<file path="src/rtl/imem_arbiter_if.sv">
// rtl/imem_arbiter_if.sv - fetch, debug and memory port bundle for imem_arbiter
// slave is the arbiter's view; master is the view of the surrounding masters and memory.
interface imem_arbiter_if #(
  parameter int unsigned ADDR_W = 32,
  parameter int unsigned DATA_W = 32
) ();
  logic              if_req;
  logic [ADDR_W-1:0] if_addr;
  logic              if_gnt;
  logic              if_rvalid;
  logic [DATA_W-1:0] if_rdata;

  logic              dbg_req;
  logic              dbg_we;
  logic              dbg_lock;
  logic [ADDR_W-1:0] dbg_addr;
  logic [DATA_W-1:0] dbg_wdata;
  logic              dbg_gnt;
  logic              dbg_rvalid;
  logic [DATA_W-1:0] dbg_rdata;
  logic              dbg_err;

  logic              mem_rw;
  logic [ADDR_W-1:0] mem_addr;
  logic [DATA_W-1:0] mem_wdata;
  logic [DATA_W-1:0] mem_rdata;

  modport slave (
    input  if_req, if_addr,
    output if_gnt, if_rvalid, if_rdata,
    input  dbg_req, dbg_we, dbg_lock, dbg_addr, dbg_wdata,
    output dbg_gnt, dbg_rvalid, dbg_rdata, dbg_err,
    output mem_rw, mem_addr, mem_wdata,
    input  mem_rdata
  );

  modport master (
    output if_req, if_addr,
    input  if_gnt, if_rvalid, if_rdata,
    output dbg_req, dbg_we, dbg_lock, dbg_addr, dbg_wdata,
    input  dbg_gnt, dbg_rvalid, dbg_rdata, dbg_err,
    input  mem_rw, mem_addr, mem_wdata,
    output mem_rdata
  );
endinterface

</file>
<file path="src/rtl/imem_arbiter.sv">
// rtl/imem_arbiter.sv - two-master arbiter for the single-port instruction memory
// Round-robin between fetch and debug, with debug burst lock and a fetch starvation guard.
module imem_arbiter #(
  parameter int unsigned MAX_WAIT = 4,
  parameter int unsigned ADDR_W   = 32,
  parameter int unsigned DATA_W   = 32
) (
  input  logic          clk,
  input  logic          rst,
  imem_arbiter_if.slave bus,
  output logic          hold_o
);
  localparam int unsigned       WAIT_W    = 4;
  localparam logic [WAIT_W-1:0] WAIT_MAX  = WAIT_W'(MAX_WAIT);
  localparam logic [ADDR_W-1:0] WORD_MASK = ~ADDR_W'(3);

  typedef enum logic {
    OWNER_IF  = 1'b0,
    OWNER_DBG = 1'b1
  } owner_e;

  owner_e              last_owner_q, last_owner_d;
  logic                locked_q, locked_d;
  logic [WAIT_W-1:0]   wait_q, wait_d;
  logic                if_rvalid_q, if_rvalid_d;
  logic [DATA_W-1:0]   if_rdata_q, if_rdata_d;
  logic                dbg_rvalid_q, dbg_rvalid_d;
  logic [DATA_W-1:0]   dbg_rdata_q, dbg_rdata_d;
  logic                dbg_err_q, dbg_err_d;

  logic                gnt_if;
  logic                gnt_dbg;
  logic                dbg_aligned;

  assign dbg_aligned = (bus.dbg_addr[1:0] == 2'b00);

  // Starvation guard outranks the debug lock so a burst can never hold fetch off indefinitely.
  always_comb begin
    gnt_if  = 1'b0;
    gnt_dbg = 1'b0;
    if (rst) begin
      if (bus.if_req && (wait_q == WAIT_MAX)) begin
        gnt_if = 1'b1;
      end else if (bus.dbg_req && locked_q) begin
        gnt_dbg = 1'b1;
      end else if (bus.if_req && bus.dbg_req) begin
        if (last_owner_q == OWNER_DBG) begin
          gnt_if = 1'b1;
        end else begin
          gnt_dbg = 1'b1;
        end
      end else if (bus.if_req) begin
        gnt_if = 1'b1;
      end else if (bus.dbg_req) begin
        gnt_dbg = 1'b1;
      end
    end
  end

  always_comb begin
    bus.mem_rw    = 1'b0;
    bus.mem_addr  = '0;
    bus.mem_wdata = '0;
    if (gnt_if) begin
      bus.mem_addr = bus.if_addr & WORD_MASK;
    end else if (gnt_dbg) begin
      bus.mem_addr  = bus.dbg_addr & WORD_MASK;
      bus.mem_rw    = bus.dbg_we & dbg_aligned;
      bus.mem_wdata = bus.dbg_wdata;
    end
  end

  // A dropped misaligned write still updates last_owner, so it costs debug its turn.
  always_comb begin
    last_owner_d = last_owner_q;
    locked_d     = 1'b0;
    wait_d       = wait_q;
    if_rvalid_d  = 1'b0;
    if_rdata_d   = if_rdata_q;
    dbg_rvalid_d = 1'b0;
    dbg_rdata_d  = dbg_rdata_q;
    dbg_err_d    = 1'b0;

    if (gnt_if) begin
      last_owner_d = OWNER_IF;
      if_rvalid_d  = 1'b1;
      if_rdata_d   = bus.mem_rdata;
    end

    if (gnt_dbg) begin
      last_owner_d = OWNER_DBG;
      locked_d     = bus.dbg_lock;
      if (bus.dbg_we) begin
        dbg_err_d = ~dbg_aligned;
      end else begin
        dbg_rvalid_d = 1'b1;
        dbg_rdata_d  = bus.mem_rdata;
      end
    end

    if (gnt_if || !bus.if_req) begin
      wait_d = '0;
    end else if (wait_q != WAIT_MAX) begin
      wait_d = wait_q + 1'b1;
    end
  end

  always_ff @(posedge clk) begin
    if (!rst) begin
      last_owner_q <= OWNER_DBG;
      locked_q     <= 1'b0;
      wait_q       <= '0;
      if_rvalid_q  <= 1'b0;
      if_rdata_q   <= '0;
      dbg_rvalid_q <= 1'b0;
      dbg_rdata_q  <= '0;
      dbg_err_q    <= 1'b0;
    end else begin
      last_owner_q <= last_owner_d;
      locked_q     <= locked_d;
      wait_q       <= wait_d;
      if_rvalid_q  <= if_rvalid_d;
      if_rdata_q   <= if_rdata_d;
      dbg_rvalid_q <= dbg_rvalid_d;
      dbg_rdata_q  <= dbg_rdata_d;
      dbg_err_q    <= dbg_err_d;
    end
  end

  assign bus.if_gnt     = gnt_if;
  assign bus.if_rvalid  = if_rvalid_q;
  assign bus.if_rdata   = if_rdata_q;
  assign bus.dbg_gnt    = gnt_dbg;
  assign bus.dbg_rvalid = dbg_rvalid_q;
  assign bus.dbg_rdata  = dbg_rdata_q;
  assign bus.dbg_err    = dbg_err_q;
  assign hold_o         = bus.if_req & ~gnt_if;

endmodule

</file>
<file path="src/flat_wrapper.sv">
// flat-port wrapper written by rule: the top's interface ports become plain ports
module imem_arbiter_flat 
#(
  parameter int unsigned MAX_WAIT = 4,
  parameter int unsigned ADDR_W   = 32,
  parameter int unsigned DATA_W   = 32
)
  (clk, rst, hold_o, bus_if_req, bus_if_addr, bus_if_gnt, bus_if_rvalid, bus_if_rdata, bus_dbg_req, bus_dbg_we, bus_dbg_lock, bus_dbg_addr, bus_dbg_wdata, bus_dbg_gnt, bus_dbg_rvalid, bus_dbg_rdata, bus_dbg_err, bus_mem_rw, bus_mem_addr, bus_mem_wdata, bus_mem_rdata);
  imem_arbiter_if #(.ADDR_W(ADDR_W), .DATA_W(DATA_W)) bus_i ();
  input  logic clk;
  input  logic rst;
  output logic hold_o;
  input wire logic [$bits(bus_i.if_req)-1:0] bus_if_req;
  input wire logic [$bits(bus_i.if_addr)-1:0] bus_if_addr;
  output wire logic [$bits(bus_i.if_gnt)-1:0] bus_if_gnt;
  output wire logic [$bits(bus_i.if_rvalid)-1:0] bus_if_rvalid;
  output wire logic [$bits(bus_i.if_rdata)-1:0] bus_if_rdata;
  input wire logic [$bits(bus_i.dbg_req)-1:0] bus_dbg_req;
  input wire logic [$bits(bus_i.dbg_we)-1:0] bus_dbg_we;
  input wire logic [$bits(bus_i.dbg_lock)-1:0] bus_dbg_lock;
  input wire logic [$bits(bus_i.dbg_addr)-1:0] bus_dbg_addr;
  input wire logic [$bits(bus_i.dbg_wdata)-1:0] bus_dbg_wdata;
  output wire logic [$bits(bus_i.dbg_gnt)-1:0] bus_dbg_gnt;
  output wire logic [$bits(bus_i.dbg_rvalid)-1:0] bus_dbg_rvalid;
  output wire logic [$bits(bus_i.dbg_rdata)-1:0] bus_dbg_rdata;
  output wire logic [$bits(bus_i.dbg_err)-1:0] bus_dbg_err;
  output wire logic [$bits(bus_i.mem_rw)-1:0] bus_mem_rw;
  output wire logic [$bits(bus_i.mem_addr)-1:0] bus_mem_addr;
  output wire logic [$bits(bus_i.mem_wdata)-1:0] bus_mem_wdata;
  input wire logic [$bits(bus_i.mem_rdata)-1:0] bus_mem_rdata;
  assign bus_i.if_req = bus_if_req;
  assign bus_i.if_addr = bus_if_addr;
  assign bus_if_gnt = bus_i.if_gnt;
  assign bus_if_rvalid = bus_i.if_rvalid;
  assign bus_if_rdata = bus_i.if_rdata;
  assign bus_i.dbg_req = bus_dbg_req;
  assign bus_i.dbg_we = bus_dbg_we;
  assign bus_i.dbg_lock = bus_dbg_lock;
  assign bus_i.dbg_addr = bus_dbg_addr;
  assign bus_i.dbg_wdata = bus_dbg_wdata;
  assign bus_dbg_gnt = bus_i.dbg_gnt;
  assign bus_dbg_rvalid = bus_i.dbg_rvalid;
  assign bus_dbg_rdata = bus_i.dbg_rdata;
  assign bus_dbg_err = bus_i.dbg_err;
  assign bus_mem_rw = bus_i.mem_rw;
  assign bus_mem_addr = bus_i.mem_addr;
  assign bus_mem_wdata = bus_i.mem_wdata;
  assign bus_i.mem_rdata = bus_mem_rdata;
  imem_arbiter #(.MAX_WAIT(MAX_WAIT), .ADDR_W(ADDR_W), .DATA_W(DATA_W)) u_core (.clk(clk), .rst(rst), .bus(bus_i), .hold_o(hold_o));
endmodule
</file>
<file path="config.mk">
export PLATFORM = sky130hd
export DESIGN_NAME = imem_arbiter_flat
export DESIGN_NICKNAME = d
export VERILOG_FILES = /design/src/rtl/imem_arbiter_if.sv /design/src/rtl/imem_arbiter.sv /design/src/flat_wrapper.sv
export SDC_FILE = /design/constraint.sdc
export NUM_CORES = 1
export LEC_CHECK = 0
export CORE_UTILIZATION = 31
export DETAILED_ROUTE_END_ITERATION = 7
export MAX_ROUTING_LAYER = met4
export PLACE_DENSITY = 0.88
export SYNTH_ARGS = -nofsm -noshare
export SYNTH_HDL_FRONTEND = slang
export SYNTH_SLANG_ARGS = --single-unit
export TNS_END_PERCENT = 30
</file>
<file path="constraint.sdc">
create_clock -name clk -period 2.2 [get_ports clk]
set_clock_uncertainty 0.15 [all_clocks]
set_input_delay 0.44 -clock clk [delete_from_list [all_inputs] [get_ports clk]]
set_output_delay 0.44 -clock clk [all_outputs]
set_load 0.02 [all_outputs]
</file>
==> run_results.csv, run 1 <==
group,metric,value,unit
power,seqPwrFrac,32.0,%
logic_synthesis,synth_fa_ha_area_share,0.6916,%
clocking,clkSinkCount,73,
setup_path,worstPathMaxFanout,29,
route,routed_wl,16.16,mm
logic_synthesis,syn_area_per_cell,8.205,sq um
clocking,ctsHoldBuffers,0,
power,combPwrFrac,29.6,%
finish,final_nets,860,
placement,dp_hpwl,11.31,mm
die,initial_core_util,31.69,%
placement,dp.cells,843,
power,swShare,27.30,%
setup_path,critical-path-slowest-cell,"o31a_4",
logic_synthesis,synth_cell_types,32,
logic_synthesis,ys_seq_elements,73,
sta,worst_pin_slew,0.8444,ns
logic_synthesis,ys_seq_area_share,40.39,%
logic_synthesis,synthSimpleGateAreaFrac,25.35,%
logic_synthesis,synth_xor_area_share,0.2420,%
clocking,cts.clk_slew.worst_paths,0.05,ns
sta,min_period,2.578,ns
route,dr.pass1.iters,4,
placement,gp_congestion,0.9147,
logic_synthesis,synth_compound_area_share,8.091,%
die,dieArea,12110,sq um
placement,placed_cell_area,6798,sq um
global_routing,grt_pass1_wl,22.02,mm
clocking,cts_buffer_depth,2,
setup_path,worstSetupPathDepth,7,
clocking,cts_max_level,3,
global_routing,grt_max_degree,91,
placement,port_buffers,264,
sta,hold_slack,0.3019,ns
sta,min_period_over_period,117.2,%
finish,final_cell_count_no_fill,872,
global_routing,grt_pass1_vias,4257,
sta,hold_violations,0,
logic_synthesis,synth_area,3618,sq um
route,wire_per_inst,18.54,microns
worst_hold_path,holdPathStages,2,
die,core_area,11420,sq um
setup_path,cp-start-kind,"flop",
clocking,cts_buffers,9,
die,chipHeight,110.0,microns
logic_synthesis,synth_warnings,0,
logic_synthesis,synthCells,441,
status,outcome,"complete, but fails checks",
setup_path,path_cells,"inv_2 -> ha_4 -> and3b_2 -> o31a_4 -> buf_12 -> o22ai_2 -> buf_4",
sta,slew_viol_final,0,
sta,finalWorstSetupSlack,-0.3780,ns
finish,area_growth,105.7,%
route,drcViolationCount,0,
logic_synthesis,synth_top_family_by_area,"simple AND/OR/NAND/NOR gates",
route,drtAntennaViolNets,0,
setup_path,crit_type,"reg -> out",
clocking,cts_tree,"done",
power,p_int,3268,uW
route,via_per_inst,4.955,
worst_hold_path,hp-class,"reg -> reg",
sta,timing.fmax,387.9,MHz
die,rows,39,
finish,antenna_cells,0,
logic_synthesis,synth.mux.area_fraction,17.98,%
clocking,clockRootBuffer,"clkbuf_16",
sta,rsz0062_at_grt,"true",
setup_path,crit_path_end_kind,"output port",
sta,slew_headroom,43.71,%
finish,final_common_cell,"clkdlybuf4s50_1",
job,maxCapViolations,0,
sta,setup_viol,65,
clocking,clock_latency,0.33,ns
setup_path,worst_ep_arrival_time,1.99,ns
finish,drive_gt1_share,27.02,%
setup_path,rrSetupSlack,0.12,ns
route,drt_iter0_markers,306,
finish,final_core_util,65.19,%
setup_path,cp_top_family,"compound AO/OA/AOI/OAI gates",
setup_path,critPathBufInv,3,
power,p_leak,0.003274,uW
global_routing,grtUsageTotal,24.76,%
global_routing,grt-ovfl-total,0,
finish,final_cell_mix,"197 x clkdlybuf4s50_1, 159 x nand2_1, 71 x dfxtp_1",
power,clock_power_share,38.4,%
setup_path,max_stage_delay,0.37,ns
power,pwr_density_cell,603.9,nW/um^2
finish,finalInstanceArea,7443,sq um
global_routing,antenna_found_initial,0,
die,ios,269,
status,failed_checks,"setup timing",
placement,pre_cts_ws,-0.8460,ns
route,num_vias,4321,
setup_path,ff2ff_path_depth,8,
setup_path,worstPathRequired,1.61,ns
power,ir_drop,529.1,uV
power,p_sw,1227,uW
die,die_w,110.0,microns
==> registers in the layout, summed over array words and instances, names as in the netlist <==
name / count
u_core.bus.dbg_err: 1
u_core.bus.dbg_rdata: 32
u_core.bus.dbg_rvalid: 1
u_core.bus.if_rdata: 32
u_core.bus.if_rvalid: 1
u_core.last_owner_q: 1
u_core.locked_q: 1
u_core.wait_q: 4
==> synth_stat cells, drive strengths merged <==
| cell | n | area (sq um) |
|---|---|---|
| nor2b | 1 | 6.260 |
| dfxtp | 73 | 1461 |
| inv | 6 | 22.52 |
| ha | 2 | 25.02 |
| o31ai | 2 | 42.54 |
| o2111ai | 1 | 15.01 |
| o31a | 1 | 8.760 |
| and3 | 33 | 206.5 |
| nor3 | 3 | 15.01 |
| conb | 1 | 3.750 |
| a31oi | 3 | 18.77 |
| nand4b | 1 | 8.760 |
| nor4 | 3 | 25.02 |
| nand3b | 1 | 7.510 |
| a21oi | 3 | 15.01 |
| nor4b | 1 | 8.760 |
| buf | 18 | 142.6 |
| nand2b | 2 | 12.51 |
| mux2i | 65 | 650.6 |
| clkbuf | 24 | 93.84 |
| nand3 | 2 | 10.01 |
| o21ai | 1 | 5.000 |
| nor2 | 3 | 11.26 |
| and3b | 1 | 8.760 |
| o22ai | 30 | 187.7 |
| xnor2 | 1 | 8.760 |
| nand2 | 159 | 596.8 |
==> per-layer routing <==
metal / vias up / track usage [%] / wire length (microns)
li1: 2062 / - / -
met1: 2034 / 27.85 / 6266
met2: 199 / 43.04 / 8123
met3: 26 / 5.938 / 1451
met4: 0 / 8.095 / 323
met5: - / - / 0
==> worst reg2reg max path, stage by stage (launching register included) <==
cell and delay (ns):
dfxtp_2 0.33, inv_2 0.04, ha_4 0.15, and3b_2 0.25, o31ai_4 0.29, buf_6 0.15
buf_6 0.14, buf_4 0.25, mux2i_1 0.25
==> through the flow <==
step / setup TNS (ns) / power (uW)
global route: -25.02 / 4636
floorplan: -0.6497 / 2035
detailed placement: -50.88 / 2689
CTS: -23.27 / 4472
global placement: -47.98 / 2669
finish: -20.65 / 4495
==> power by group through the flow <==
stage	Sequential (uW)	Combinational (uW)	Clock (uW)
floorplan	1550	487	0
global placement	1460	1210	0
detailed placement	1460	1230	0
CTS	1440	1290	1750
global route	1450	1400	1790
finish	1440	1330	1730
==> worst paths after layout <==
kind | start | endpoint
min | u_core.bus.if_rdata[19] | u_core.bus.if_rdata[19]
max | u_core.wait_q[0] | bus_mem_addr[3]
min reg2reg | u_core.bus.if_rdata[19] | u_core.bus.if_rdata[19]
max reg2reg | u_core.wait_q[0] | u_core.bus.if_rdata[29]
==> layout make-up <==
| type | instances | area (sq um) |
|---|---|---|
| Clock buffer | 12 | 256.5 |
| Fill cell | 898 | 3975 |
| Multi-Input combinational cell | 321 | 2288 |
| Timing Repair Buffer | 313 | 3134 |
| Sequential cell | 73 | 1464 |
| Clock inverter | 4 | 98.84 |
| Inverter | 6 | 22.52 |
| Tap cell | 143 | 178.9 |
==> cells by family after synthesis <==
logic type	Yosys count
and+or+nand+nor	210
DFF	73
muxes	65
buffers and inverters	48
AOI/OAI and AO/OA	41
adders and majority gates	2
other	1
xor gates and xnor gates	1
==> repair_timing <==
| item | 4_1_cts | 5_1_grt |
|---|---|---|
| gates cloned | 2 | 3 |
| buffers inserted | 7 | 6 |
| pin swaps | 6 | 15 |
| setup endpoints to repair | 66 | 67 |
| resized for setup | 380 | 53 |
No activity file was read; power rests on OpenSTA's default activity.
==> inputs of run 2 (changes only) <==
--- a/config.mk
+++ b/config.mk
@@ -6,6 +6,7 @@
 export NUM_CORES = 1
 export LEC_CHECK = 0
 export CORE_UTILIZATION = 31
+export CTS_CLUSTER_SIZE = 24
 export DETAILED_ROUTE_END_ITERATION = 7
 export MAX_ROUTING_LAYER = met4
 export PLACE_DENSITY = 0.88
==> results of run 2 <==
The final DEF is identical to that of run 1; final timing and power are the same.
